===== src/rtl/mgia_video_fetcher.sv =====
// mgia_video_fetcher: bursts one scan line per fetch window from VRAM (Wishbone classic) into the line buffer.
// Optional MGIA_FETCH_UNDERRUN_EN adds UNDERRUN_O pulse and saturating UNDERRUN_CNT_O.
module mgia_video_fetcher #(
    parameter int DATA_W         = 16,
    parameter int ADR_W          = 13,
    parameter int WORDS_PER_LINE = 40,
    parameter int LB_ADR_W       = 6
) (
    input  logic                CLK_I,
    input  logic                RST_I,
    input  logic                VSYNC_I,
    input  logic                VFEN_I,
    input  logic [ADR_W-1:0]    BASE_I,
    input  logic [ADR_W-1:0]    STRIDE_I,
    input  logic                DSCAN_I,
    output logic [ADR_W-1:0]    RAM_ADR_O,
    output logic                RAM_CYC_O,
    output logic                RAM_STB_O,
    input  logic                RAM_ACK_I,
    input  logic [DATA_W-1:0]   RAM_DAT_I,
    output logic [LB_ADR_W-1:0] LB_ADR_O,
    output logic [DATA_W-1:0]   LB_DAT_O,
    output logic                LB_WE_O,
`ifdef MGIA_FETCH_UNDERRUN_EN
    output logic                UNDERRUN_O,
    output logic [7:0]          UNDERRUN_CNT_O,
`endif
    output logic                BUSY_O
);
    typedef enum logic [1:0] {IDLE, FETCH, DONE} state_t;
    localparam logic [LB_ADR_W:0] LAST = (LB_ADR_W + 1)'(WORDS_PER_LINE - 1);
    state_t state;
    logic vfen_q, phase, cyc, rise, ack;
    logic [ADR_W-1:0] line_ptr;
    logic [LB_ADR_W:0] ctr;
    assign rise = VFEN_I & ~vfen_q;
    assign ack = RAM_ACK_I & cyc;
    assign RAM_CYC_O = cyc;
    assign RAM_STB_O = cyc;
    assign BUSY_O = state == FETCH;
    always_ff @(posedge CLK_I) begin
        if (RST_I) begin
            state <= IDLE;
            vfen_q <= 1'b0;
            phase <= 1'b0;
            cyc <= 1'b0;
            line_ptr <= '0;
            ctr <= '0;
            RAM_ADR_O <= '0;
            LB_ADR_O <= '0;
            LB_DAT_O <= '0;
            LB_WE_O <= 1'b0;
        end else begin
            vfen_q <= VFEN_I;
            LB_WE_O <= 1'b0;
            if (!VSYNC_I) begin
                line_ptr <= BASE_I;
                phase <= 1'b0;
                cyc <= 1'b0;
                state <= IDLE;
            end else begin
                case (state)
                    IDLE: if (rise) begin
                        state <= FETCH;
                        cyc <= 1'b1;
                        RAM_ADR_O <= line_ptr;
                        ctr <= '0;
                    end
                    // a falling fetch window aborts; an ACK in that same cycle is dropped
                    FETCH: if (!VFEN_I) begin
                        cyc <= 1'b0;
                        state <= IDLE;
                    end else if (ack) begin
                        RAM_ADR_O <= RAM_ADR_O + ADR_W'(1);
                        LB_DAT_O <= RAM_DAT_I;
                        LB_ADR_O <= ctr[LB_ADR_W-1:0];
                        LB_WE_O <= 1'b1;
                        ctr <= ctr + (LB_ADR_W + 1)'(1);
                        if (ctr == LAST) begin
                            cyc <= 1'b0;
                            state <= DONE;
                            phase <= ~phase;
                            line_ptr <= (!DSCAN_I || phase) ? line_ptr + STRIDE_I : line_ptr;
                        end
                    end
                    default: if (!VFEN_I) state <= IDLE;
                endcase
            end
        end
    end
`ifdef MGIA_FETCH_UNDERRUN_EN
    logic underrun;
    assign underrun = VSYNC_I & (state == FETCH) & ~VFEN_I;
    always_ff @(posedge CLK_I) begin
        if (RST_I) begin
            UNDERRUN_O <= 1'b0;
            UNDERRUN_CNT_O <= '0;
        end else begin
            UNDERRUN_O <= underrun;
            UNDERRUN_CNT_O <= !VSYNC_I ? 8'd0 : (underrun && UNDERRUN_CNT_O != 8'hFF) ? UNDERRUN_CNT_O + 8'd1 : UNDERRUN_CNT_O;
        end
    end
`endif
endmodule

===== config.mk =====
export PLATFORM = sky130hd
export DESIGN_NAME = mgia_video_fetcher
export DESIGN_NICKNAME = d
export VERILOG_FILES = /design/src/rtl/mgia_video_fetcher.sv
export SDC_FILE = /design/constraint.sdc
export NUM_CORES = 1
export LEC_CHECK = 0
export CORE_ASPECT_RATIO = 2
export CORE_MARGIN = 2
export CORE_UTILIZATION = 53
export CTS_CLUSTER_DIAMETER = 80
export DETAILED_ROUTE_END_ITERATION = 7
export PLACE_DENSITY = 0.86
export SLEW_MARGIN = 20
export SYNTH_ARGS = -nofsm -noshare
export SYNTH_HDL_FRONTEND = slang
export SYNTH_SLANG_ARGS = --single-unit

===== constraint.sdc =====
create_clock -name CLK_I -period 3.75 [get_ports CLK_I]
set_input_delay 0.9375 -clock CLK_I [delete_from_list [all_inputs] [get_ports CLK_I]]
set_output_delay 0.9375 -clock CLK_I [all_outputs]
set_load 0.01 [all_outputs]

# Word-level counts from Yosys, hierarchy flattened
# Index checks and enable logic that the tools add are counted.
# op_classes
mux,26
n_bitwise,7
n_eq_ne,13
addsub,3
reduce_logical,12
# op_table
op,count
$mux 13,9
$pmux 13 s2,1
$mux 7,3
$reduce_and 4->1,4
$pmux 7 s2,1
$add 13x1->13 const B,1
$add 13x13->13,1
$ne 2x1->1 const B,6
$mux 2,5
$reduce_and 5->1,2
$add 7x1->7 const B,1
$eq 7x6->1 const B,1
$ne 3x2->1 const B,2
$mux 1,5
$not 1->1,5
$ne 2x2->1 const B,2
$pmux 2 s2,1
$reduce_or 4->1,1
$ne 3x1->1 const B,1
$and 1x1->1,2
$eq 2x1->1 const B,1
$logic_not 2->1,1
$pmux 1 s2,1
$reduce_bool 2->1,1
3 further kinds,3
# totals
elab_cells,71
out_inout_bits,39
input_bits,48
register_bits,61

# Logic depth before layout (Yosys ltp)
# Gate-level depths: netlist of the first run.
# logic_depth
word_depth,8
mapped_depth,7
mapped_depth_nobuf,7

# Worst setup path before layout of the first run
# No wires, ideal clock.
# synth_path
kind,input-to-reg
startpoint,input STRIDE_I[0]
endpoint,register line_ptr[8]
n_path_buf,0
setup_slack_ns,1.109
path_stages,7
t_required_ns,3.649
setup_time_ns,0.101
arrival_time_ns,2.540
path_cell_list,ha_1 -> fa_1 -> a211oi_1 -> o211ai_1 -> nand3_1 -> a21oi_1 -> o41ai_1
# synth_via
elab_chain_len,7
# synth_lines
item,line_no,text
from (decl),14,"input logic [ADR_W-1:0] STRIDE_I,"
$add 13x13->13,83,line_ptr <= (!DSCAN_I || phase) ? line_ptr + STRIDE_I : line_ptr;
$mux 13,83,
$mux 13,79,if (ctr == LAST) begin
$mux 13,73,end else if (ack) begin
$mux 13,70,FETCH: if (!VFEN_I) begin
$mux 13,62,case (state)
$mux 13,56,if (!VSYNC_I) begin
to (signal assigned),83,
to (decl),34,logic [ADR_W-1:0] line_ptr;
# Every way passes these cells. The select of a mux whose other input is x is not followed.
# A chain may end at the register's enable or synchronous reset.

# Final worst setup path of the first run
# Same ends and word-level chain as after synthesis.

==> results.toml, run 1 <==
[outcome]
status = "completed"

[final_layout]
antenna_cells = 0
syn2layout_area_growth_pct = 36.3
layout-drive-gt1-share = 0.0639
fin_cells = 564
nNetsFinal = 559

[clocking]
hold_buffers = 0
clk_pin_slew_ps = 50
cts_setup_buffers = 0
h-tree-depth = 3
clk_path_buf_depth = 2
cts_tree = "built"
cts_root_buf = "clkbuf_16"
cts_num_sinks = 61
clock_latency_ps = 330
cts_buffers = 9
cts_resized = 0

[yosys]
syn_area_um2 = 3310
synthCells = 415
synth-main-ff-cell = "dfxtp_1"
async_flop_share = 0
yosys.area.top_type = "dfxtp_1"
synth-edff-count = 0
syn_avg_cell_area_um2 = 7.97
synth-seq-area-share = 0.369
yosysTopAreaCellShare = 0.369
yosys_warnings = 0
synth-seq-cells = 61
synthDistinctLibCells = 61
synth_area_leaders = "dfxtp_1, nand2_1, a21oi_1"
syn_nets = 478

[pwr]
netSwitchingFraction = 0.242
intPower_uw = 1370
pwr-share-seq = 0.383
cellLeakagePower_uw = 0.00163
clockPowerShare = 0.469
power.density_nw_per_um2 = 400
irDropWorstVdd_mv = 0.242
switching_power_uw = 436
p_comb_frac = 0.148

[routing]
via_per_inst = 6.15
first_pass_iters = 5
via_count = 3470
drt_iter0_drc = 219
route.detailed.drc = 0
drtAntennaViolNets = 0
wl_per_cell_um = 16.5
routed_wl_um = 9330

[sta]
rsz0062_at_grt = "no"
skew_ps = 6.04
whs_ps = 452
post-route-period-util = 0.800
tightest_slew_ps = 800
drv_slew = 0
setup_violations = 0
tns_ps = 0
period_needed_ps = 3000
slew_headroom = 0.466
max_freq_mhz = 333
hold_viol_final = 0

[flow_run]
cap_viol_max_count = 0

[global_routing]
antenna_found_initial = 0
track_usage = 0.281
grt_overflow_total = 0
grt_pass1_wl_um = 14900
grt_max_degree = 45
grt_pass1_vias = 3313

[worst_setup_path]
rrSetupSlack_ps = 1460
start_kind = "input port"
cp.required_ps = 3970
cp_data_arrival_time_ps = 3220
cp-end-kind = "flop"
crit_fanout = 4
crit_type = "in -> reg"

[hold_path]
hold_class = "reg -> reg"

[floorplanning]
ios = 87
design.core.area_um2 = 6010
dieArea_um2 = 6930
start_util = 0.551
rows = 40
die_y_um = 116
die_x_um = 59.9

[placed_design]
dp_hpwl_um = 6870
portBuffers = 86
dp.cells = 548
gp_congestion = 0.876
-- worst max-delay path, cell delays in order --
cell	delay (ps)
clkdlybuf4s50_1	410
ha_1	240
fa_1	440
a211oi_1	390
o211ai_1	250
nand3_1	150
a21oi_1	70
o41ai_1	340
-- power groups by stage --
stage,clock [µW],combinational [µW],sequential (µW)
after global placement,0,255,704
final,846,267,692
after global routing,879,291,694
after CTS,855,264,691
after floorplan,0,151,702
after detailed placement,0,262,704
-- synthesized netlist by cell type (4+ instances only) --
master / instances
nand2_1: 66
dfxtp_1: 61
a21oi_1: 48
nor2_1: 36
clkbuf_1: 19
o21ai_0: 18
a211oi_1: 17
ha_1: 14
nand4_1: 10
nor3_1: 10
inv_1: 9
nand3_1: 8
xnor2_1: 6
and2_1: 5
mux2i_1: 5
nor2b_1: 5
or3_1: 5
o31ai_1: 4
xor2_1: 4
-- flip-flops by register name (all words and copies together) (netlist names) --
name and flops:
LB_ADR_O 6, ctr 7, RAM_ADR_O 13, vfen_q 1
phase 1, LB_WE_O 1, RAM_CYC_O 1, state 2
LB_DAT_O 16, line_ptr 13
-- through the flow --
| stage | cell area [µm²] | total power, µW | util | worst slack (ps) |
|---|---|---|---|---|
| 2_1_floorplan | 3310 | 853 | - | 1110 |
| 3_3_place_gp | 4200 | 959 | 0.699 | 465 |
| 3_5_place_dp | 4200 | 966 | 0.699 | 409 |
| 4_1_cts | 4510 | 1810 | 0.751 | 755 |
| 5_1_grt | 4510 | 1860 | 0.751 | 535 |
| 6_report | 4510 | 1810 | 0.751 | 750 |
-- cells in the final DEF (no fill, tap or decap), drive strengths merged, types with 3 or more instances in the layout --
| cell type | n |
|---|---|
| a2111oi | 4 |
| a211oi | 17 |
| a21o | 4 |
| a21oi | 48 |
| a221oi | 3 |
| a31oi | 3 |
| and2 | 6 |
| and3 | 3 |
| and3b | 3 |
| buf | 8 |
| clkbuf | 13 |
| clkdlybuf4s50 | 85 |
| dfxtp | 61 |
| ha | 14 |
| inv | 9 |
| mux2i | 5 |
| nand2 | 67 |
| nand2b | 3 |
| nand3 | 8 |
| nand4 | 10 |
| nor2 | 36 |
| nor2b | 5 |
| nor3 | 10 |
| o21ai | 18 |
| o21bai | 3 |
| o31ai | 4 |
| or3 | 5 |
| xnor2 | 6 |
| xor2 | 4 |
-- cells by family after synthesis --
logic type / after synthesis / share of synthesized area
and+or+nand+nor: 167 / 0.241
muxes: 6 / 0.0185
adders and majority gates: 15 / 0.0590
AOI/OAI and AO/OA: 123 / 0.245
DFF: 61 / 0.369
buffers and inverters: 33 / 0.0412
xor gates and xnor gates: 10 / 0.0265
-- worst paths after layout --
check / from / to / depth (start not counted)
max: STRIDE_I[0] / line_ptr[8]$_SDFFE_PP0P_ / 8
min: LB_DAT_O[13]$_SDFFE_PP0P_ / LB_DAT_O[13]$_SDFFE_PP0P_ / 2
max reg2reg: line_ptr[0]$_SDFFE_PP0P_ / line_ptr[8]$_SDFFE_PP0P_ / 7
min reg2reg: LB_DAT_O[13]$_SDFFE_PP0P_ / LB_DAT_O[13]$_SDFFE_PP0P_ / 2
-- per-layer routing --
layer  vias to the layer above  global-route usage  wire (µm)
li1                       1669                   -          -
met1                      1624               0.284       3310
met2                       153               0.520       5220
met3                        24              0.0558        502
met4                         0               0.136        296
met5                         -                   0          0
-- final cells by class --
| class | count | area, µm² |
|---|---|---|
| Clock buffer | 13 | 270 |
| Fill cell | 478 | 1500 |
| Timing Repair Buffer | 93 | 908 |
| Inverter | 10 | 37.5 |
| Clock inverter | 3 | 42.5 |
| Sequential cell | 61 | 1220 |
| Multi-Input combinational cell | 321 | 1950 |
| Tap cell | 63 | 78.8 |
No activity file was read; power rests on OpenSTA's default activity.
==> inputs of run 2 (changes only) <==
CORE_UTILIZATION = 44   (was 53)
PLACE_DENSITY = 0.76   (was 0.86)
clock period = 2.7 ns   (was 3.75 ns; I/O delays follow)
==> results.toml, run 2 (synthesis gave the netlist of run 1 again) <==
[pwr]
finalPower_uw = 2700
netSwitchingFraction = 0.233
switching_power_uw = 627
power.density_nw_per_um2 = 563
clockPowerShare = 0.491
cellLeakagePower_uw = 0.00177
intPower_uw = 2070
irDropWorstVdd_mv = 0.345
p_comb_frac = 0.152
pwr-share-seq = 0.357

[sta]
tns_ps = 0
drv_slew = 0
post-route-period-util = 0.971
max_freq_mhz = 381
skew_ps = 3.59
hold_viol_final = 0
setup_ws_ps = 77.2
rsz0062_at_grt = "no"
tightest_slew_ps = 687
setup_violations = 0
slew_headroom = 0.542
period_needed_ps = 2620

[flow_run]
cap_viol_max_count = 0

[global_routing]
antenna_found_initial = 0
grt_max_degree = 25
grt_overflow_total = 0
track_usage = 0.240
grt_pass1_vias = 3474
grt_pass1_wl_um = 15400

[worst_setup_path]
r2r-start = "ctr[0]$_SDFFE_PP0P_"
crit_start = "STRIDE_I[0]"
crit_fanout = 4
crit_end = "line_ptr[8]$_SDFFE_PP0P_"
cp_data_arrival_time_ps = 2840
rrSetupSlack_ps = 470
crit_type = "in -> reg"
r2r_end = "line_ptr[3]$_SDFFE_PP0P_"
cp.required_ps = 2920
cp-end-kind = "flop"
reg2reg_depth = 6
start_kind = "input port"

[floorplanning]
dieArea_um2 = 8270
die_x_um = 65.3
design.core.area_um2 = 7270
die_y_um = 127
ios = 87
start_util = 0.455
rows = 44

[clocking]
cts_resized = 0
cts_root_buf = "clkbuf_16"
cts_num_sinks = 61
clock_latency_ps = 330
h-tree-depth = 3
clk_path_buf_depth = 2
cts_tree = "built"
cts_buffers = 9
cts_setup_buffers = 0
clk_pin_slew_ps = 50
hold_buffers = 0

[final_layout]
antenna_cells = 0
layout_commonest_cell = "clkdlybuf4s50_1"
nNetsFinal = 586
syn2layout_area_growth_pct = 44.6
final_cell_mix = "clkdlybuf4s50_1, nand2_1, dfxtp_1"
layout-drive-gt1-share = 0.114
largest_register = "LB_DAT_O"
num-fill-cells = 642
reg_top3 = "LB_DAT_O (16), RAM_ADR_O (13), line_ptr (13)"
largest_reg_flops = 16

[hold_path]
hold_class = "reg -> reg"

[placed_design]
portBuffers = 86
gp_congestion = 0.841
place_ws_ps = -232
dp_hpwl_um = 7260

[routing]
wl_per_cell_um = 15.3
drtAntennaViolNets = 0
via_count = 3510
routed_wl_um = 9510
route.detailed.drc = 0
via_per_inst = 5.66
first_pass_iters = 4
drt_iter0_drc = 194

[outcome]
status = "completed"
-- run 2: changes by cell type in the layout (fill, tap and decap cells not counted), sizes merged --
cell      change
buf          +27
bufinv        +2
clkbuf        -3
clkinvlp      +1
-- run 2: critical path: stages --
cell and delay [ps]:
clkdlybuf4s50_1 420, ha_1 240, fa_1 390, a211oi_1 230
buf_4 150, o211ai_1 180, nand3_1 150, a21oi_1 70
o41ai_1 340
-- run 2: worst min-delay path by stage --
stage                                   start                        end  slack, ps  cells past startpoint
floorplan                 ctr[4]$_SDFFE_PP0P_   LB_ADR_O[4]$_SDFFE_PP0P_        470                      2
global placement    LB_DAT_O[14]$_SDFFE_PP0P_  LB_DAT_O[14]$_SDFFE_PP0P_        440                      2
detailed placement  LB_DAT_O[12]$_SDFFE_PP0P_  LB_DAT_O[12]$_SDFFE_PP0P_        450                      2
CTS                 LB_DAT_O[12]$_SDFFE_PP0P_  LB_DAT_O[12]$_SDFFE_PP0P_        450                      2
global route        LB_DAT_O[14]$_SDFFE_PP0P_  LB_DAT_O[14]$_SDFFE_PP0P_        460                      2
finish              LB_DAT_O[12]$_SDFFE_PP0P_  LB_DAT_O[12]$_SDFFE_PP0P_        450                      2
-- run 2: layout make-up --
cell class,count,area [µm²],area share
multi-input cells,321,1950,0.408
flip-flops and latches,61,1220,0.255
repair buffers,120,1110,0.232
clock buffers,10,239,0.0499
well taps,92,115,0.0241
clock inverters,6,110,0.0230
inverters,10,37.5,0.00785
-- run 2: metrics by stage --
| stage | cells | area (µm²) | hold slack (ps) | util |
|---|---|---|---|---|
| 6_report | 620 | 4780 | 451 | 0.658 |
| 5_1_grt | 620 | 4780 | 464 | 0.658 |
| 4_1_cts | 620 | 4780 | 453 | 0.658 |
| 3_5_place_dp | 604 | 4440 | 446 | 0.610 |
| 3_3_place_gp | 604 | 4440 | 442 | 0.610 |
| 2_1_floorplan | 415 | 3310 | 469 | - |
-- run 2: metal layers --
metal | share of wire | GRT usage
met1 | 0.36 | 0.236
met2 | 0.55 | 0.450
met3 | 0.049 | 0.0443
met4 | 0.040 | 0.135
met5 | 0 | 0
-- run 2: power groups by stage --
stage / clock [µW] / combinational (µW) / sequential (µW)
global route: 1380 / 448 / 965
finish: 1330 / 409 / 962
CTS: 1340 / 407 / 961
detailed placement: 0 / 404 / 979
floorplan: 0 / 210 / 975
global placement: 0 / 395 / 979
